==> src/rtl/rv32_lsu_pkg.sv <==
// Shared definitions for the RV32 load/store unit: funct3 encodings, FSM
// state type and the data-memory word-address type.
package rv32_lsu_pkg;

  localparam int LSU_DMEM_AW = 12;

  typedef logic [LSU_DMEM_AW-1:0] rv_dmem_addr_t;

  localparam logic [2:0] LSU_F3_B  = 3'b000;
  localparam logic [2:0] LSU_F3_H  = 3'b001;
  localparam logic [2:0] LSU_F3_W  = 3'b010;
  localparam logic [2:0] LSU_F3_BU = 3'b100;
  localparam logic [2:0] LSU_F3_HU = 3'b101;

  typedef enum logic [1:0] {
    IDLE      = 2'd0,
    LD_DATA   = 2'd1,
    RMW_MERGE = 2'd2,
    ST_WRITE  = 2'd3
  } lsu_state_t;

  // Halfword accesses (signed or unsigned) share the same alignment rule.
  function automatic logic f3_is_half(input logic [2:0] f3);
    return (f3 == LSU_F3_H) || (f3 == LSU_F3_HU);
  endfunction

endpackage

==> src/rtl/rv32_lsu_align.sv <==
// Byte-lane datapath for the LSU: extracts/extends load data from a BRAM
// word and merges sub-word store data into a word for read-modify-write.
module rv32_lsu_align
  import rv32_lsu_pkg::*;
(
  input  logic [2:0]  funct3,
  input  logic [1:0]  lane,
  input  logic [31:0] rdata,
  input  logic [31:0] wdata,
  output logic [31:0] load_data,
  output logic [31:0] merged
);

  logic [7:0]  byte_sel;
  logic [15:0] half_sel;

  // Select the addressed lane, extend it for loads, and splice store data in.
  always_comb begin
    // NOTE: every output of this block gets a default first, so no path can
    // leave a signal unassigned and infer a latch.
    byte_sel  = rdata[7:0];
    half_sel  = lane[1] ? rdata[31:16] : rdata[15:0];
    load_data = rdata;
    merged    = rdata;

    case (lane)
      2'd0:    byte_sel = rdata[7:0];
      2'd1:    byte_sel = rdata[15:8];
      2'd2:    byte_sel = rdata[23:16];
      default: byte_sel = rdata[31:24];
    endcase

    case (funct3)
      LSU_F3_B:  load_data = {{24{byte_sel[7]}}, byte_sel};
      LSU_F3_BU: load_data = {24'd0, byte_sel};
      LSU_F3_H:  load_data = {{16{half_sel[15]}}, half_sel};
      LSU_F3_HU: load_data = {16'd0, half_sel};
      default:   load_data = rdata;
    endcase

    if (funct3 == LSU_F3_H) begin
      if (lane[1]) merged[31:16] = wdata[15:0];
      else         merged[15:0]  = wdata[15:0];
    end else begin
      case (lane)
        2'd0:    merged[7:0]   = wdata[7:0];
        2'd1:    merged[15:8]  = wdata[7:0];
        2'd2:    merged[23:16] = wdata[7:0];
        default: merged[31:24] = wdata[7:0];
      endcase
    end
  end

endmodule

==> src/rtl/rv32_lsu.sv <==
// RV32 load/store unit in front of a 1-cycle-read BRAM without byte enables.
// One request at a time; sub-word stores are done as read-modify-write.
module rv32_lsu
  import rv32_lsu_pkg::*;
#(
  parameter int         DMEM_AW       = LSU_DMEM_AW,
  parameter logic [4:0] RESET_RESP_RD = 5'd0
) (
  input  logic               clk,
  input  logic               rst_n,
  input  logic               prog_mode,
  input  logic               req_valid,
  output logic               req_ready,
  input  logic               req_store,
  input  logic [2:0]         req_funct3,
  input  logic [31:0]        req_addr,
  input  logic [31:0]        req_wdata,
  input  logic [4:0]         req_rd,
  output logic               resp_valid,
  output logic               resp_we,
  output logic [4:0]         resp_rd,
  output logic [31:0]        resp_data,
  output logic               resp_misaligned,
  output logic               resp_illegal,
  output logic [DMEM_AW-1:0] mem_raddr,
  input  logic [31:0]        mem_rdata,
  output logic [DMEM_AW-1:0] mem_waddr,
  output logic [31:0]        mem_wdata,
  output logic               mem_wen
);

  lsu_state_t         state;
  logic [DMEM_AW-1:0] lat_addr;
  logic [1:0]         lat_lane;
  logic [2:0]         lat_f3;
  logic [31:0]        lat_data;
  logic [4:0]         lat_rd;

  logic               accept;
  logic               misaligned;
  logic               illegal;
  logic [31:0]        load_data;
  logic [31:0]        merged;
  logic               unused_addr_bits;

  // Addresses wrap inside the BRAM; the high byte-address bits are dropped.
  assign unused_addr_bits = ^req_addr[31:DMEM_AW+2];

  assign req_ready = (state == IDLE) && !prog_mode;
  assign accept    = req_valid && req_ready;

  assign misaligned = (f3_is_half(req_funct3) && req_addr[0]) ||
                      ((req_funct3 == LSU_F3_W) && (req_addr[1:0] != 2'b00));
  assign illegal    = req_store
                      ? (req_funct3 > LSU_F3_W)
                      : ((req_funct3 == 3'b011) || (req_funct3 == 3'b110) ||
                         (req_funct3 == 3'b111));

  // The read port follows the live request in IDLE so load data is ready next cycle.
  assign mem_raddr = (state == IDLE) ? req_addr[DMEM_AW+1:2] : lat_addr;
  assign mem_waddr = lat_addr;
  assign mem_wdata = lat_data;
  // NOTE: the write enable is gated by rst_n combinationally so a reset cycle
  // can never commit a write, even while the state register still says ST_WRITE.
  assign mem_wen   = (state == ST_WRITE) && rst_n;

  rv32_lsu_align u_align (
    .funct3    (lat_f3),
    .lane      (lat_lane),
    .rdata     (mem_rdata),
    .wdata     (lat_data),
    .load_data (load_data),
    .merged    (merged)
  );

  // Request FSM with latched operands and registered response outputs.
  always_ff @(posedge clk) begin
    // NOTE: all state here uses non-blocking assignments so every register
    // samples pre-edge values regardless of statement order.
    if (!rst_n) begin
      state           <= IDLE;
      lat_addr        <= '0;
      lat_lane        <= '0;
      lat_f3          <= '0;
      lat_data        <= '0;
      lat_rd          <= '0;
      resp_valid      <= 1'b0;
      resp_we         <= 1'b0;
      resp_misaligned <= 1'b0;
      resp_illegal    <= 1'b0;
      resp_data       <= '0;
      resp_rd         <= RESET_RESP_RD;
    end else begin
      resp_valid      <= 1'b0;
      resp_we         <= 1'b0;
      resp_misaligned <= 1'b0;
      resp_illegal    <= 1'b0;

      case (state)
        IDLE: begin
          if (accept) begin
            lat_addr <= req_addr[DMEM_AW+1:2];
            lat_lane <= req_addr[1:0];
            lat_f3   <= req_funct3;
            lat_data <= req_wdata;
            lat_rd   <= req_rd;
            if (misaligned || illegal) begin
              resp_valid      <= 1'b1;
              resp_misaligned <= misaligned;
              resp_illegal    <= illegal;
              resp_data       <= '0;
              resp_rd         <= req_rd;
            end else if (!req_store) begin
              state <= LD_DATA;
            end else if (req_funct3 == LSU_F3_W) begin
              state      <= ST_WRITE;
              resp_valid <= 1'b1;
              resp_data  <= '0;
              resp_rd    <= req_rd;
            end else begin
              state <= RMW_MERGE;
            end
          end
        end
        LD_DATA: begin
          resp_valid <= 1'b1;
          resp_we    <= 1'b1;
          resp_data  <= load_data;
          resp_rd    <= lat_rd;
          state      <= IDLE;
        end
        RMW_MERGE: begin
          lat_data   <= merged;
          resp_valid <= 1'b1;
          resp_data  <= '0;
          resp_rd    <= lat_rd;
          state      <= ST_WRITE;
        end
        default: begin
          state <= IDLE;
        end
      endcase
    end
  end

endmodule

==> config.mk <==
export PLATFORM = sky130hd
export DESIGN_NAME = rv32_lsu
export DESIGN_NICKNAME = d
export VERILOG_FILES = /design/src/rtl/rv32_lsu_pkg.sv /design/src/rtl/rv32_lsu_align.sv /design/src/rtl/rv32_lsu.sv
export SDC_FILE = /design/constraint.sdc
export NUM_CORES = 1
export LEC_CHECK = 0
export CORE_UTILIZATION = 35
export DETAILED_ROUTE_END_ITERATION = 8
export GPL_TIMING_DRIVEN = 0
export PLACE_DENSITY_LB_ADDON = 0.05
export SYNTH_ARGS = -nofsm -noshare
export SYNTH_HDL_FRONTEND = slang
export SYNTH_SLANG_ARGS = --single-unit
export TNS_END_PERCENT = 50
==> constraint.sdc <==
create_clock -name clk -period 2.3 [get_ports clk]
set_clock_uncertainty 0.2 [all_clocks]
set_input_delay 0.345 -clock clk [delete_from_list [all_inputs] [get_ports clk]]
set_output_delay 0.345 -clock clk [all_outputs]
set_load 0.05 [all_outputs]
# Word level (Yosys, flattened, before mapping)
# Index checks and enable logic that the tools add are counted.
# op_classes
order_cmp,1
n_eq_ne,20
muxes,35
reduce_logical,28
# op_table
cell,n
$mux 32,6
$pmux 32 s4,1
$pmux 32 s3,1
$pmux 32 s2,1
$mux 16,3
$mux 8,4
$pmux 8 s3,1
$mux 5,4
$reduce_and 4->1,4
$eq 3x3->1 const B,5
$mux 12,1
$pmux 5 s2,1
$mux 1,7
$eq 2x2->1 const B,3
$eq 3x1->1 const B,2
$eq 3x2->1 const B,2
$mux 2,3
$ne 3x2->1 const B,2
$reduce_and 2->1,3
$reduce_bool 2->1,3
$logic_and 1x1->1,5
$logic_or 1x1->1,5
$eq 2x1->1 const B,2
$logic_not 2->1,2
12 further kinds,13
# totals
register_bits,97
out_inout_bits,99
wordCells,98

# Depth between registers and ports, before layout
# logic_depth
word_depth,8
ltp_mapped,10
ltp_nobuf,7

# Cells and area by module
# From an unflattened synthesis, not the netlist that was laid out.
# hier_totals
hier_cells,630
hier_area_um2,5624.1
# modules_own_cells
module,n_inst,cells_each,area_per_inst_um2,seq_area_each_um2
rv32_lsu,1,464,4230.3,1941.9
rv32_lsu_align,1,166,1393.8,0.0

# Worst setup path after synthesis
# OpenSTA, ideal clock, no wires.
# synth_timing
path_kind,register to register
startpoint,register state[0]
endpoint,register lat_data[30] (netlist: mem_wdata[30])
setup_ns,0.122
t_arrival_ns,1.880
required_ns,1.978
setup_slack_ns,0.098
stages_incl_launch_ff,10
path_cell_list,dfxtp_1 inv_1 ha_1 buf_2 and3b_1 buf_2 o211ai_2 buf_2 nor3_1 a221o_1
# synth_between
elab_chain_cells,5
# synth_rtl
item,line_no,source
"start, declared",rv32_lsu.sv:32,lsu_state_t state;
"start signal, assigned",rv32_lsu.sv:81,state <= IDLE;
"start signal, assigned",rv32_lsu.sv:114,state <= LD_DATA;
"start signal, assigned",rv32_lsu.sv:116,state <= ST_WRITE;
$logic_not 2->1,"rv32_lsu.sv:49, rv32_lsu.sv:99",
$logic_and 1x1->1,rv32_lsu.sv:49,assign req_ready = (state == IDLE) && !prog_mode;
$logic_and 1x1->1,rv32_lsu.sv:50,assign accept = req_valid && req_ready;
$ne 2x2->1 (no source line),n/a,
$reduce_and 2->1 (no source line),n/a,
"end signal, assigned",rv32_lsu.sv:105,lat_data <= req_wdata;
"end signal, assigned",rv32_lsu.sv:133,lat_data <= merged;
"end, declared",rv32_lsu.sv:36,logic [31:0] lat_data;
# Several ways; a longest one is shown, not always the timed one.
# A chain may end at the register's enable or synchronous reset.

# Final worst setup path
# layout_timing
startpoint,register state[0]
endpoint,output port mem_raddr[5]
# layout_between
elab_chain_cells,2
# layout_rtl
item,line_no,source
$logic_not 2->1,rv32_lsu.sv:60,assign mem_raddr = (state == IDLE) ? req_addr[DMEM_AW+1:2] : lat_addr;
$mux 12,rv32_lsu.sv:60,
"end, declared",rv32_lsu.sv:25,"output logic [DMEM_AW-1:0] mem_raddr,"
# Every way passes these cells.

==> results.py <==
metrics = {
    "power": {
        "seqPwrFrac_pct": 26.2,
        "cellInternalPower_uw": 4890,
        "p_leak_uw": 0.00293,
        "clkPwrFrac_pct": 18.5,
        "swShare_pct": 45.0,
        "p_sw_uw": 4000,
        "p_per_area_nw_per_um2": 1190,
        "ir_drop_mv": 0.674,
        "p_comb_share_pct": 55.3,
        "p_total_uw": 8900,
    },
    "die": {
        "die-height_um": 120,
        "start_util_pct": 36.3,
        "rows": 42,
        "dieArea_um2": 14400,
        "io_pins": 208,
        "die_w_um": 120,
        "core_area_um2": 13400,
    },
    "final_layout": {
        "drive_above_1_share_pct": 13.8,
        "synthToLayoutAreaGrowth_pct": 53.2,
        "nFillCells": 1271,
        "fin_util_pct": 55.7,
        "nets": 862,
        "antenna_cells": 0,
    },
    "sta": {
        "worst_slack_ps": 35.2,
        "hold_violations": 0,
        "worst_pin_slew_ps": 671,
        "max_slew_margin_pct": 55.3,
        "rsz0062_at_grt": "true",
        "finalCritPeriodShare_pct": 98.5,
        "setup_viol": 0,
        "slew_violations": 0,
        "max_freq_mhz": 442,
        "min_period_ps": 2260,
    },
    "setup_path": {
        "cp-start-kind": "flop",
        "critical_path_class": "flop to output port",
        "cp_max_fo": 10,
        "required_ps": 1750,
        "crit_arrival_ps": 1720,
        "r2r_slack_ps": 60,
        "path_common_cell": "buf_8",
        "crit_buf_inv": 4,
        "cp_slowest_stage_delay_ps": 350,
        "cpLargestDelayFamily": "buffers and inverters",
        "path_cells": "inv_2 > ha_4 > buf_8 > buf_8 > mux2_2 > buf_6",
        "cp_slowest_cell": "dfxtp_2",
        "worstSetupEndpointType": "output port",
    },
    "synth": {
        "synth_cell_types": 57,
        "yosysWarnings": 0,
        "syn_inst": 546,
        "synth-edff-count": 0,
        "syn_nets": 660,
        "ys_ff_latch": 97,
        "ys_seq_area_share_pct": 39.9,
        "netlist_area_um2": 4870,
        "synthArstFlopShare_pct": 0,
        "syn_area_per_cell_um2": 8.92,
        "synth_ff_type": "dfxtp_1",
    },
    "global_routing": {
        "grt_max_degree": 20,
        "grt_usage_pct": 24.9,
        "grt_pass1_vias": 4989,
        "overflow": 0,
        "antenna_found_initial": 0,
        "grt_pass1_wl_um": 27200,
    },
    "hold_path": {
        "min_path_type": "input pin to flop",
    },
    "cts": {
        "clockBufferDepth": 2,
        "clk_latency_ps": 350,
        "cts_sinks": 97,
        "holdBufCountCts": 0,
        "numCtsBuffers": 9,
        "cts_tree": "yes",
        "root_buffer": "clkbuf_16",
        "htreeDepth": 3,
        "clkTransAtPathRegs_ps": 70,
    },
    "placement": {
        "post-place-ws_ps": -1040,
        "routabilityCongestion": 0.868,
        "portBuffers": 189,
        "hpwl_um": 13600,
    },
    "run": {
        "cap_violations": 0,
    },
    "drt": {
        "firstDrtPassIters": 4,
        "drt_iter0_drc": 327,
        "drt_wl_total_um": 17900,
        "via_per_inst": 5.37,
        "drtAntennaViolNets": 0,
        "vias": 4990,
        "drc_errors": 0,
        "avgRoutedWirePerCell_um": 19.3,
    },
    "status": {
        "status": "finished, final reports clean",
    },
}
## layout make-up
class	instances	area (um2)	share of cell area, %
clock buffers	11	243	3.25
inverters	11	41.3	0.553
repair buffers	195	1930	25.9
plain buffers	37	243	3.25
well taps	176	220	2.95
clock inverters	5	78.8	1.06
multi-input cells	397	2760	37.0
flip-flops and latches	97	1940	26.1
## synth_stat cells, drive strengths merged, types with 13 or more instances
| library cell | number | area (um2) |
|---|---|---|
| dfxtp | 97 | 1940 |
| nand2 | 89 | 334 |
| mux2i | 33 | 330 |
| o21ai | 33 | 169 |
| nor2 | 26 | 97.6 |
| clkbuf | 24 | 90.1 |
| a21boi | 22 | 165 |
| a21oi | 18 | 97.6 |
| a22o | 18 | 158 |
| nand2b | 18 | 120 |
| a22oi | 17 | 128 |
| buf | 17 | 116 |
| mux2 | 13 | 146 |
| o211a | 13 | 130 |
## tightest hold or removal path: cells and delay by family
| kind | cells | cell delay [ps] |
|---|---|---|
| compound gates | 1 | 60 |
| buf+inv | 1 | 180 |
| simple gates | 1 | 90 |
## worst paths after layout
check	to	cells after the start	from
worst max-delay path	mem_raddr[5]	6	state[0]
worst min-delay path	resp_illegal	3	req_store
worst max register to register	mem_wdata[28]	9	state[0]
worst min register to register	resp_data[11]	2	resp_data[11]
## repair_timing
item	4_1_cts	5_1_grt
buffers inserted	4	1
setup endpoints to repair	74	77
endpoints found under the hold margin	0	0
pin swaps	2	1
cloned	1	0
resized for setup	112	32
## registers in the layout, summed over array words and instances, names as in the netlist
signal and flops:
lat_f3 3, resp_data 32, lat_lane 2, state 2, resp_valid 1, lat_rd 5
mem_wdata 32, resp_misaligned 1, resp_we 1, mem_waddr 12, resp_illegal 1, resp_rd 5
## placed cells by master (no fill, tap or decap), types with 3 or more instances in the layout
master | netlist | final
clkdlybuf4s50_1 | 0 | 171
dfxtp_1 | 97 | 95
nand2_1 | 89 | 87
mux2i_1 | 33 | 33
o21ai_0 | 30 | 30
nor2_1 | 26 | 25
a21boi_0 | 22 | 22
a22o_1 | 18 | 18
nand2b_1 | 17 | 17
a21oi_1 | 16 | 16
a22oi_1 | 17 | 15
mux2_2 | 13 | 13
o211a_1 | 13 | 13
clkbuf_1 | 24 | 12
buf_6 | 4 | 12
inv_1 | 11 | 9
buf_2 | 6 | 9
nor2b_1 | 11 | 9
nor3_1 | 9 | 9
clkbuf_16 | 0 | 9
buf_4 | 1 | 8
a31oi_1 | 8 | 8
o22ai_1 | 8 | 8
a221o_1 | 8 | 8
clkbuf_2 | 0 | 7
a211oi_1 | 8 | 7
clkbuf_4 | 0 | 5
a221oi_1 | 4 | 4
o221ai_1 | 4 | 4
dlymetal6s2s_1 | 0 | 4
buf_8 | 1 | 3
nand3b_1 | 3 | 3
ha_1 | 5 | 3
## layer usage
layer  part of all wire (%)  vias up  wire length, um  track usage [%]
li1                       -     2375                -                -
met1                     43     2381             7660             30.8
met2                     48      198             8620             42.3
met3                    5.8       36             1050             3.94
met4                    3.2        0              567             11.2
met5                      0        -                0                0
## cells by family (layout without fill, tap and decap cells)
family / Yosys count / in the layout / synth area share (%)
multiplexers: 46 / 46 / 9.79
flip-flops: 97 / 97 / 39.9
AO/OA/AOI/OAI: 173 / 173 / 26.7
buffers and inverters: 52 / 259 / 5.09
adder cells (fa/ha/maj): 5 / 5 / 1.28
AND/OR/NAND/NOR: 173 / 173 / 17.3
## power by group through the flow
stage / Combinational, uW / Sequential [uW] / Clock, uW
floorplan: 2090 / 3400 / 0
global route: 5200 / 2370 / 1760
finish: 4920 / 2330 / 1650
global placement: 4640 / 2340 / 0
CTS: 4900 / 2330 / 1670
detailed placement: 4690 / 2360 / 0
## per-stage QoR
| step | cells | hold slack [ps] | setup TNS, ps | instance area, um2 |
|---|---|---|---|---|
| 2_1_floorplan | 546 | 243 | 0 | 4870 |
| 3_3_place_gp | 911 | 249 | -33320 | 6980 |
| 3_5_place_dp | 911 | 243 | -35780 | 6980 |
| 4_1_cts | 930 | 259 | -638 | 7400 |
| 5_1_grt | 929 | 176 | -71.8 | 7460 |
| 6_report | 929 | 161 | 0 | 7460 |
Power figures use the tool's default switching activity.
